--- src/rtl/mdu_pkg.sv ---
// mdu_pkg: shared constants and helpers for the iterative RV32M multiply/divide unit.
//   XLEN       operand/result width
//   OP_*       funct3 encodings of the eight M-extension operations
//   state_t    control FSM encoding (ST_IDLE, ST_CALC, ST_DONE)
//   MODE_*     datapath step mode (shift-add multiply or restoring divide)
//   DIV0_Q     quotient produced by a divide by zero
//   cond_neg*  two's-complement negate when a flag is set
package mdu_pkg;

    localparam int XLEN = 32;

    localparam logic [2:0] OP_MUL    = 3'd0;
    localparam logic [2:0] OP_MULH   = 3'd1;
    localparam logic [2:0] OP_MULHSU = 3'd2;
    localparam logic [2:0] OP_MULHU  = 3'd3;
    localparam logic [2:0] OP_DIV    = 3'd4;
    localparam logic [2:0] OP_DIVU   = 3'd5;
    localparam logic [2:0] OP_REM    = 3'd6;
    localparam logic [2:0] OP_REMU   = 3'd7;

    typedef enum logic [1:0] {
        ST_IDLE = 2'd0,
        ST_CALC = 2'd1,
        ST_DONE = 2'd2
    } state_t;

    localparam logic MODE_MUL = 1'b0;
    localparam logic MODE_DIV = 1'b1;

    localparam logic [XLEN-1:0] DIV0_Q = {XLEN{1'b1}};

    // Negate a single-width value when neg is set.
    function automatic logic [XLEN-1:0] cond_neg(input logic [XLEN-1:0] v, input logic neg);
        logic [XLEN-1:0] r;
        if (neg) begin
            r = ~v + {{(XLEN-1){1'b0}}, 1'b1};
        end else begin
            r = v;
        end
        return r;
    endfunction

    // Negate a double-width product when neg is set.
    function automatic logic [2*XLEN-1:0] cond_neg64(input logic [2*XLEN-1:0] v, input logic neg);
        logic [2*XLEN-1:0] r;
        if (neg) begin
            r = ~v + {{(2*XLEN-1){1'b0}}, 1'b1};
        end else begin
            r = v;
        end
        return r;
    endfunction

endpackage

--- src/rtl/mdu_iter_dp.sv ---
// mdu_iter_dp: shared shift / add-subtract datapath, one step per cycle.
//   load   capture magnitudes: hi <= 0, lo <= a_mag, divisor/multiplicand <= b_mag
//   step   advance one iteration in the selected mode
//   mode   MODE_MUL: {hi,lo} is the 64-bit product, lo doubles as the multiplier
//          MODE_DIV: hi is the partial remainder, lo shifts dividend out and quotient in
//   hi_nx/lo_nx  value hi/lo will take after the current step (lets the top register
//          the final result on the same edge as the last step)
module mdu_iter_dp #(
    parameter int XLEN = 32
) (
    input  logic            clk,
    input  logic            reset,
    input  logic            load,
    input  logic            step,
    input  logic            mode,
    input  logic [XLEN-1:0] a_mag,
    input  logic [XLEN-1:0] b_mag,
    output logic [XLEN-1:0] hi_nx,
    output logic [XLEN-1:0] lo_nx
);
    import mdu_pkg::*;

    logic [XLEN-1:0] hi_r;
    logic [XLEN-1:0] lo_r;
    logic [XLEN-1:0] b_r;
    logic [XLEN:0]   x_s;
    logic [XLEN:0]   y_s;
    logic [XLEN:0]   sum_s;

    // One iteration of shift-add multiply or restoring divide through a single adder.
    always_comb begin
        y_s   = {1'b0, b_r};
        x_s   = {(XLEN+1){1'b0}};
        sum_s = {(XLEN+1){1'b0}};
        hi_nx = hi_r;
        lo_nx = lo_r;
        if (mode == MODE_DIV) begin
            // Remainder stays below the divisor, so the shifted value fits in XLEN+1
            // bits and bit XLEN of the difference is a reliable borrow.
            x_s   = {hi_r, lo_r[XLEN-1]};
            sum_s = x_s - y_s;
            if (sum_s[XLEN]) begin
                hi_nx = x_s[XLEN-1:0];
                lo_nx = {lo_r[XLEN-2:0], 1'b0};
            end else begin
                hi_nx = sum_s[XLEN-1:0];
                lo_nx = {lo_r[XLEN-2:0], 1'b1};
            end
        end else begin
            x_s = {1'b0, hi_r};
            if (lo_r[0]) begin
                sum_s = x_s + y_s;
            end else begin
                sum_s = x_s;
            end
            // Shift {carry, sum, multiplier} right by one.
            hi_nx = sum_s[XLEN:1];
            lo_nx = {sum_s[0], lo_r[XLEN-1:1]};
        end
    end

    // Working registers: load on accept, advance on each step.
    always_ff @(posedge clk or posedge reset) begin
        if (reset) begin
            hi_r <= {XLEN{1'b0}};
            lo_r <= {XLEN{1'b0}};
            b_r  <= {XLEN{1'b0}};
        end else if (load) begin
            hi_r <= {XLEN{1'b0}};
            lo_r <= a_mag;
            b_r  <= b_mag;
        end else if (step) begin
            hi_r <= hi_nx;
            lo_r <= lo_nx;
        end
    end

endmodule

--- src/rtl/mdu_iter.sv ---
// mdu_iter: iterative RV32M multiply/divide unit, fixed 33-cycle latency.
//   clk, reset (async, active-high)
//   start, op[2:0], a, b, rd_in : request, sampled only in IDLE
//   busy   : high from the cycle after accept through the DONE cycle
//   done   : one-cycle pulse with result/rd_out valid
//   result, rd_out : to register-file write port, held until the next accept
//   we     : done and rd_out != 0
module mdu_iter #(
    parameter int XLEN = 32,
    parameter int ITER = 32
) (
    input  logic            clk,
    input  logic            reset,
    input  logic            start,
    input  logic [2:0]      op,
    input  logic [XLEN-1:0] a,
    input  logic [XLEN-1:0] b,
    input  logic [4:0]      rd_in,
    output logic            busy,
    output logic            done,
    output logic [XLEN-1:0] result,
    output logic [4:0]      rd_out,
    output logic            we
);
    import mdu_pkg::*;

    state_t          state_r;
    state_t          state_nx_s;
    logic [5:0]      cnt_r;
    logic            accept_s;
    logic            step_s;
    logic            last_s;

    logic [2:0]      op_r;
    logic [4:0]      rd_r;
    logic            a_neg_r;
    logic            b_neg_r;
    logic            b_zero_r;

    logic            a_signed_s;
    logic            b_signed_s;
    logic            a_neg_s;
    logic            b_neg_s;
    logic [XLEN-1:0] a_mag_s;
    logic [XLEN-1:0] b_mag_s;

    logic [XLEN-1:0]   hi_nx_s;
    logic [XLEN-1:0]   lo_nx_s;
    logic [2*XLEN-1:0] prod_s;
    logic [XLEN-1:0]   quo_s;
    logic [XLEN-1:0]   rem_s;
    logic [XLEN-1:0]   res_s;

    // State register.
    always_ff @(posedge clk or posedge reset) begin
        if (reset) begin
            state_r <= ST_IDLE;
        end else begin
            state_r <= state_nx_s;
        end
    end

    // Next-state and per-cycle controls; start outside IDLE is simply not looked at.
    always_comb begin
        state_nx_s = state_r;
        accept_s   = 1'b0;
        step_s     = 1'b0;
        last_s     = 1'b0;
        case (state_r)
            ST_IDLE: begin
                if (start) begin
                    accept_s   = 1'b1;
                    state_nx_s = ST_CALC;
                end else begin
                    state_nx_s = ST_IDLE;
                end
            end
            ST_CALC: begin
                step_s = 1'b1;
                if (cnt_r == 6'(ITER - 1)) begin
                    last_s     = 1'b1;
                    state_nx_s = ST_DONE;
                end else begin
                    state_nx_s = ST_CALC;
                end
            end
            ST_DONE: begin
                state_nx_s = ST_IDLE;
            end
            default: begin
                state_nx_s = ST_IDLE;
            end
        endcase
    end

    // Iteration counter, runs only while calculating.
    always_ff @(posedge clk or posedge reset) begin
        if (reset) begin
            cnt_r <= 6'd0;
        end else if (step_s && !last_s) begin
            cnt_r <= cnt_r + 6'd1;
        end else begin
            cnt_r <= 6'd0;
        end
    end

    // Operand signedness and magnitudes for the incoming request.
    always_comb begin
        a_signed_s = (op == OP_MUL) || (op == OP_MULH) || (op == OP_MULHSU) ||
                     (op == OP_DIV) || (op == OP_REM);
        b_signed_s = (op == OP_MUL) || (op == OP_MULH) ||
                     (op == OP_DIV) || (op == OP_REM);
        a_neg_s    = a_signed_s && a[XLEN-1];
        b_neg_s    = b_signed_s && b[XLEN-1];
        // |0x80000000| wraps back to 0x80000000, which is correct read as unsigned.
        a_mag_s    = cond_neg(a, a_neg_s);
        b_mag_s    = cond_neg(b, b_neg_s);
    end

    // Request latch: op, destination and sign flags captured at accept.
    always_ff @(posedge clk or posedge reset) begin
        if (reset) begin
            op_r     <= OP_MUL;
            rd_r     <= 5'd0;
            a_neg_r  <= 1'b0;
            b_neg_r  <= 1'b0;
            b_zero_r <= 1'b0;
        end else if (accept_s) begin
            op_r     <= op;
            rd_r     <= rd_in;
            a_neg_r  <= a_neg_s;
            b_neg_r  <= b_neg_s;
            b_zero_r <= (b == {XLEN{1'b0}});
        end
    end

    mdu_iter_dp #(
        .XLEN (XLEN)
    ) u_dp (
        .clk   (clk),
        .reset (reset),
        .load  (accept_s),
        .step  (step_s),
        .mode  (op_r[2] ? MODE_DIV : MODE_MUL),
        .a_mag (a_mag_s),
        .b_mag (b_mag_s),
        .hi_nx (hi_nx_s),
        .lo_nx (lo_nx_s)
    );

    // Sign correction of the final step's output and op selection.
    always_comb begin
        prod_s = cond_neg64({hi_nx_s, lo_nx_s}, a_neg_r ^ b_neg_r);
        // Divide by zero leaves an all-ones quotient (DIV0_Q); keep it unsigned.
        quo_s  = cond_neg(lo_nx_s, (a_neg_r ^ b_neg_r) && !b_zero_r);
        rem_s  = cond_neg(hi_nx_s, a_neg_r);
        case (op_r)
            OP_MUL:                       res_s = prod_s[XLEN-1:0];
            OP_MULH, OP_MULHSU, OP_MULHU: res_s = prod_s[2*XLEN-1:XLEN];
            OP_DIV, OP_DIVU:              res_s = quo_s;
            OP_REM, OP_REMU:              res_s = rem_s;
            default:                      res_s = {XLEN{1'b0}};
        endcase
    end

    // Output registers.
    always_ff @(posedge clk or posedge reset) begin
        if (reset) begin
            busy   <= 1'b0;
            done   <= 1'b0;
            we     <= 1'b0;
            result <= {XLEN{1'b0}};
            rd_out <= 5'd0;
        end else begin
            done <= last_s;
            we   <= last_s && (rd_r != 5'd0);
            if (accept_s) begin
                busy <= 1'b1;
            end else if (state_r == ST_DONE) begin
                busy <= 1'b0;
            end
            if (last_s) begin
                result <= res_s;
                rd_out <= rd_r;
            end
        end
    end

endmodule

--- config.mk ---
export PLATFORM = sky130hd
export DESIGN_NAME = mdu_iter
export DESIGN_NICKNAME = d
export VERILOG_FILES = /design/src/rtl/mdu_pkg.sv /design/src/rtl/mdu_iter_dp.sv /design/src/rtl/mdu_iter.sv
export SDC_FILE = /design/constraint.sdc
export NUM_CORES = 1
export LEC_CHECK = 0
export ABC_AREA = 1
export BUFFER_PORTS_ARGS = -buffer_cell sky130_fd_sc_hd__buf_2
export CORE_ASPECT_RATIO = 2
export CORE_MARGIN = 2
export CORE_UTILIZATION = 55
export CTS_BUF_LIST = sky130_fd_sc_hd__clkbuf_4 sky130_fd_sc_hd__clkbuf_8
export DETAILED_ROUTE_END_ITERATION = 16
export PLACE_DENSITY = 0.8
export SETUP_SLACK_MARGIN = 0.4
export SLEW_MARGIN = 20
export SYNTH_ARGS = -nofsm -noshare
export SYNTH_HDL_FRONTEND = slang
export SYNTH_SLANG_ARGS = --single-unit
--- constraint.sdc ---
create_clock -name clk -period 6.1 [get_ports clk]
set_input_delay 1.22 -clock clk [delete_from_list [all_inputs] [get_ports clk]]
set_output_delay 1.22 -clock clk [all_outputs]
set_load 0.005 [all_outputs]
# Word level (Yosys, flattened, before mapping)
# Cells that the tools add are included.
[totals] reg_bits=155 latchBits=0 ramBits=0 mem_bits_ro=0 inputBits=75 output_inout_bits=40 elab_cells=93 n_memories=0
[op_classes] add_sub_neg=8 mul=0 n_div=0 magnitude_cmp=0 n_eq_ne=14 shifts=0 mux=27 bitwise=6 reduce_logical=23
[ops] op="32-bit 2-to-1 mux" count=11
[ops] op="32-bit by 1-bit adder with 32-bit output (second input constant)" count=4
[ops] op="32-bit inverter" count=4
[ops] op="32-bit one-hot mux with 4 select lines" count=1
[ops] op="64-bit by 1-bit adder with 64-bit output (second input constant)" count=1
[ops] op="64-bit 2-to-1 mux" count=1
[ops] op="64-bit inverter" count=1
[ops] op="32-bit by 32-bit adder with 33-bit output" count=1
[ops] op="33-bit 2-to-1 mux" count=1
[ops] op="33-bit by 32-bit subtractor with 33-bit output" count=1
[ops] op="32-bit logical NOT" count=1
[ops] op="3-bit equality test (second input constant)" count=6
[ops] op="1-bit 2-to-1 mux" count=10
[ops] op="3-bit by 2-bit equality test with 1-bit output (second input constant)" count=3
[ops] op="6-bit by 1-bit adder with 6-bit output (second input constant)" count=1
[ops] op="3-bit by 1-bit equality test with 1-bit output (second input constant)" count=2
[ops] op="6-bit by 5-bit equality test with 1-bit output (second input constant)" count=1
[ops] op="3-bit logical NOT" count=2
[ops] op="1-bit logical OR" count=6
[ops] op="6-bit 2-to-1 mux" count=1
[ops] op="1-bit logical AND" count=5
[ops] op="5-bit nonzero test" count=1
[ops] op="2-bit one-hot mux with 2 select lines" count=1
[ops] op="2-bit nonzero test" count=2
[ops] op="8 further kinds" count=10

# Depth between registers and ports, before layout
[logic_depth] ltp_word=8 ltp_mapped=36 mapped_depth_nobuf=36

# Hierarchy
# A second synthesis with hierarchy kept.
[unflattened] cells_unflattened=3301 hier_area_um2=18712.9
[by_module_without_submodules] module="mdu_iter_dp" n_inst=1 cells_each=1792 area_per_inst_um2=10422.5 seq_area_each_um2=2402.3
[by_module_without_submodules] module="mdu_iter" n_inst=1 cells_each=1509 area_per_inst_um2=8290.5 seq_area_each_um2=1451.4

# Worst setup path before layout
# Ideal clock, no wire load.
[synth_path] kind="register to register" startpoint="register u_dp.b_r[0]" endpoint="register result[30]" setup_time_ns=0.113 arrival_time_ns=3.855 t_required_ns=5.987 slack_ns=2.132 stages_incl_launch_ff=34 period_less_slack_ns=3.968 cell_sequence="dfrtp_1 > ha_1 > fa_1 > inv_1 > nand2_1 > nand2_1 > nand3_1 > nand2_2 > nand2_2 > nand2_2 > nand2_4 > nand2_4 > nand2_4 > nand3_4 > nand2_2 > inv_1 > ha_1 > inv_1 > nor2_1 > nand3_2 > nor2_2 > nand2_1 > inv_1 > nand4_1 > nor3_1 > nand3_1 > o21ai_2 > nand3_1 > nand2_1 > nand2_1 > nand2_1 > nand4_1 > nand2_1 > inv_1"
[synth_between] elab_chain_len=7 word_cells_on_any_way=17 cone_classes="5 x add/sub; 9 x mux; 3 x bitwise"
[synth_lines] item="from (decl)" line_no="mdu_iter_dp.sv:25" text="logic [XLEN-1:0] b_r;"
[synth_lines] item="from (signal assigned)" line_no="mdu_iter_dp.sv:67" text="b_r <= {XLEN{1'b0}};"
[synth_lines] item="from (signal assigned)" line_no="mdu_iter_dp.sv:71" text="b_r <= b_mag;"
[synth_lines] item="33-bit by 32-bit subtractor with 33-bit output or 32-bit by 32-bit adder with 33-bit output (tied branches)" line_no="mdu_iter_dp.sv:41, mdu_iter_dp.sv:52"
[synth_lines] item="1-bit 2-to-1 mux (tied with other cells)" line_no="mdu_iter_dp.sv:42" text="if (sum_s[XLEN]) begin"
[synth_lines] item="32-bit 2-to-1 mux" line_no="mdu_iter_dp.sv:37" text="if (mode == MODE_DIV) begin"
[synth_lines] item="64-bit inverter or 32-bit inverter (tied branches)" line_no="mdu_pkg.sv:47, mdu_pkg.sv:36"
[synth_lines] item="64-bit by 1-bit adder with 64-bit output or 32-bit by 1-bit adder with 32-bit output (tied branches)" line_no="mdu_pkg.sv:47, mdu_pkg.sv:36"
[synth_lines] item="64-bit 2-to-1 mux or 32-bit 2-to-1 mux (tied branches)" line_no="mdu_pkg.sv:46, mdu_pkg.sv:35"
[synth_lines] item="32-bit one-hot mux with 4 select lines (*)" line_no="mdu_iter.sv:157" text="case (op_r)"
[synth_lines] item="to (signal assigned)" line_no="mdu_iter.sv:172" text="result <= {XLEN{1'b0}};"
[synth_lines] item="to (signal assigned)" line_no="mdu_iter.sv:183" text="result <= res_s;"
[synth_lines] item="to (decl)" line_no="mdu_iter.sv:21" text="output logic [XLEN-1:0] result,"
# Mark *: on every way between the ends. The rest lies on a longest branch, timed or not.
# A chain may end at the register's enable or synchronous reset.

# Worst setup path in the final report
[layout_path] startpoint="register u_dp.lo_r[31]" endpoint="register result[16]"
[layout_between] elab_chain_len=7 word_cells_on_any_way=15 cone_classes="4 x add/sub; 8 x mux; 3 x bitwise"
[layout_lines] item="from (decl)" line_no="mdu_iter_dp.sv:24" text="logic [XLEN-1:0] lo_r;"
[layout_lines] item="from (signal assigned)" line_no="mdu_iter_dp.sv:66" text="lo_r <= {XLEN{1'b0}};"
[layout_lines] item="from (signal assigned)" line_no="mdu_iter_dp.sv:70" text="lo_r <= a_mag;"
[layout_lines] item="from (signal assigned)" line_no="mdu_iter_dp.sv:74" text="lo_r <= lo_nx;"
[layout_lines] item="33-bit by 32-bit subtractor with 33-bit output" line_no="mdu_iter_dp.sv:41" text="sum_s = x_s - y_s;"
[layout_lines] item="1-bit 2-to-1 mux or 32-bit 2-to-1 mux (tied branches)" line_no="mdu_iter_dp.sv:42"
[layout_lines] item="32-bit 2-to-1 mux" line_no="mdu_iter_dp.sv:37"
[layout_lines] item="64-bit inverter or 32-bit inverter (tied branches)" line_no="mdu_pkg.sv:47, mdu_pkg.sv:36"
[layout_lines] item="64-bit by 1-bit adder with 64-bit output or 32-bit by 1-bit adder with 32-bit output (tied branches)" line_no="mdu_pkg.sv:47, mdu_pkg.sv:36"
[layout_lines] item="64-bit 2-to-1 mux or 32-bit 2-to-1 mux (tied branches)" line_no="mdu_pkg.sv:46, mdu_pkg.sv:35"
[layout_lines] item="32-bit one-hot mux with 4 select lines (*)" line_no="mdu_iter.sv:157"
# Marked as above.

==> flow_summary.ini <==
[global_routing]
antenna_found_initial = 2
grt_pass1_wl_um = 129000
grt_max_degree = 82
grt_pass1_vias = 21742
grt_use_total_pct = 49.9
grt_overflow_total = 0

[sta]
report.final.hold_viol_count = 0
setup_tns_ns = 0
finalSetupViolCount = 0
period_needed_ns = 5.39
maxSlewHeadroom_pct = 25.6
rsz0062_at_grt = no
fin_skew_ns = 0.0161
max_freq_ghz = 0.185
tightest_slew_ns = 1.10
fin_ws_ns = 0.706
slew_viol_final = 0
fin_crit_sh_pct = 88.4

[die]
die_x_um = 131
fp.dieH_um = 259
dieArea_um2 = 34000
ios = 115
core_um2 = 32100
rows = 93
start_util_pct = 55.5

[cts]
cts_made_buffers = 17
clk_pin_slew_worst_paths_ns = 0.11
clk_path_buf_depth = 2
clock_latency_ns = 0.53
tritoncts = done
h-tree-depth = 4
cts_root_buf = clkbuf_8
post-cts-setup-buffers = 0
numClockSinks = 155

[setup_path]
critPathMaxStageDelay_ns = 0.53
path_common_cell = inv_1
arrival_ns = 5.83
start_kind = flip-flop
cp_slowest_cell = nor4_1
end_kind = flip-flop
worstPathMaxFanout = 13
crit_required_ns = 6.54
critical_path_class = flip-flop to flip-flop

[yosys]
yosysTopAreaCell = dfrtp_1
ys_ff_latch = 155
ys.flop_type = dfrtp_1
synth_nets = 3222
ys_seq_area_share_pct = 21.7
synth_area_um2 = 17800
yosysWarningCount = 0
syn_inst = 3077
async_reset_ff_share_pct = 100
synth_edf_count = 0
syn_avg_cell_area_um2 = 5.80
synth_top_area_share_pct = 21.7
synth_area_leaders = dfrtp_1 22%, nand2_1 20%, inv_1 9.7%
synth_commonest_cells = 937 x nand2_1, 463 x inv_1, 270 x nor2_1, 257 x o21ai_0, 247 x nand3_1
synthDistinctLibCells = 51
yosysMostFrequentCell = nand2_1

[routing]
ant_nets = 0
drc = 0
via_per_inst = 6.12
routed_wl_um = 84500
vias = 21903
drt_first_pass_iters = 6
wl_per_cell_um = 23.6
drtIter0Drc = 2447

[layout]
fin_cells = 3581
drive_gt1_share_pct = 8.98
filler_cell_count = 3261
final_util_pct = 59.7
fin_nets = 3284
regArea_um2 = 3880
syn_to_final_growth_pct = 7.51
multi_input_area_um2 = 11800

[hold_path]
hold_path.class = flip-flop to flip-flop

[run_status]
status = finished, final reports clean

[job]
cap_viol_max_count = 0

[place]
pre_cts_ws_ns = 0.872
place_congestion = 1.14
port_buffers = 114
dpl.hpwl_um = 67600
placed_cells = 3547

[power_and_ir_drop]
p_leak_uw = 0.00987
power_uw = 13300
power.density_nw_per_um2 = 694
max-vdd-ir-drop_mv = 0.458
layout make-up:
type / instances / area share, %
repair buffers: 143 / 4.11
flip-flops and latches: 155 / 20.2
clock inverters: 15 / 1.02
clock buffers: 17 / 1.22
diodes: 2 / 0.0261
well taps: 427 / 2.79
multi-input cells: 2351 / 61.3
inverters: 471 / 9.25
what timing repair did:
| item | CTS | global route |
|---|---|---|
| resized for setup | 0 | 2 |
| hold buffers | 0 | 0 |
| endpoints found under the setup margin | 0 | 3 |
layout by cell type, fill, tap and decap left out, types with 6 or more instances in the layout:
cell type / instances
a21oi_1: 151
a31oi_1: 7
and2_1: 7
buf_2: 114
buf_4: 29
clkbuf_8: 17
dfrtp_1: 154
ha_1: 68
inv_1: 461
inv_2: 7
inv_8: 6
nand2_1: 936
nand2_2: 29
nand2_4: 6
nand3_1: 246
nand3b_1: 9
nand4_1: 42
nor2_1: 268
nor2_2: 20
nor3_1: 31
nor4_1: 6
o211ai_1: 22
o21ai_0: 257
o21ai_1: 15
o21bai_1: 8
o22ai_1: 41
o31ai_1: 6
or2_2: 26
xnor2_1: 23
xor2_1: 88
critical path: cells and delay by family (launching register included):
family        cells  cell delay, ns
simple gates     21            3.67
buf+inv           5            0.55
flops             1            0.41
fa+ha+maj         3            0.67
path summary, 6_finish.rpt:
kind,endpoint,cells after the start,slack [ns],start
worst max-delay path,result[16]$_DFFE_PP0P_,29,0.71,u_dp.lo_r[31]$_DFFE_PP0P_
max in group asynchronous,result[29]$_DFFE_PP0P_,3,4.02,reset
worst min-delay path,busy$_DFFE_PP0P_,1,0.48,state_r[1]$_DFF_PP0_
min in group asynchronous,cnt_r[0]$_DFF_PP0_,2,0.84,reset
worst max register to register,result[16]$_DFFE_PP0P_,29,0.71,u_dp.lo_r[31]$_DFFE_PP0P_
worst min register to register,busy$_DFFE_PP0P_,1,0.48,state_r[1]$_DFF_PP0_
cell families (layout without fill, tap and decap cells):
kind of cell / count (synthesis) / after routing / synth area share (%)
xor+xnor: 111 / 111 / 5.45
fa+ha+maj: 70 / 70 / 4.99
compound gates: 522 / 522 / 15.8
buf+inv: 571 / 646 / 12.5
flops: 155 / 155 / 21.7
other cells: 0 / 2 / 0
simple gates: 1648 / 1648 / 39.5
layer usage:
metal	global-route usage, %	vias up	wire length, µm
met1	44.0	9945	24600
met3	10.3	633	5650
met2	85.2	1360	40300
met4	62.9	0	14000
li1	-	9965	-
met5	0.427	-	0
power breakdown:
group          internal, µW  total [µW]  switching (µW)
logic                  2890       10600            7740
registers              1370        1780             406
clock network           354         888             535
total                  4620       13300            8680
sequential cells by signal, indices dropped and copies added, names as in the netlist, 2 cells and up:
| signal | count |
|---|---|
| state_r | 2 |
| rd_r | 5 |
| cnt_r | 6 |
| result | 32 |
| rd_out | 5 |
| u_dp.b_r | 32 |
| u_dp.hi_r | 32 |
| u_dp.lo_r | 32 |
| op_r | 3 |
through the flow:
step	area, µm²	hold slack [ns]
final	19200	0.477
after global routing	19200	0.490
after CTS	19200	0.475
after detailed placement	18700	0.458
after global placement	18700	0.444
after floorplan	17800	0.433
Power figures use the tool's default switching activity.
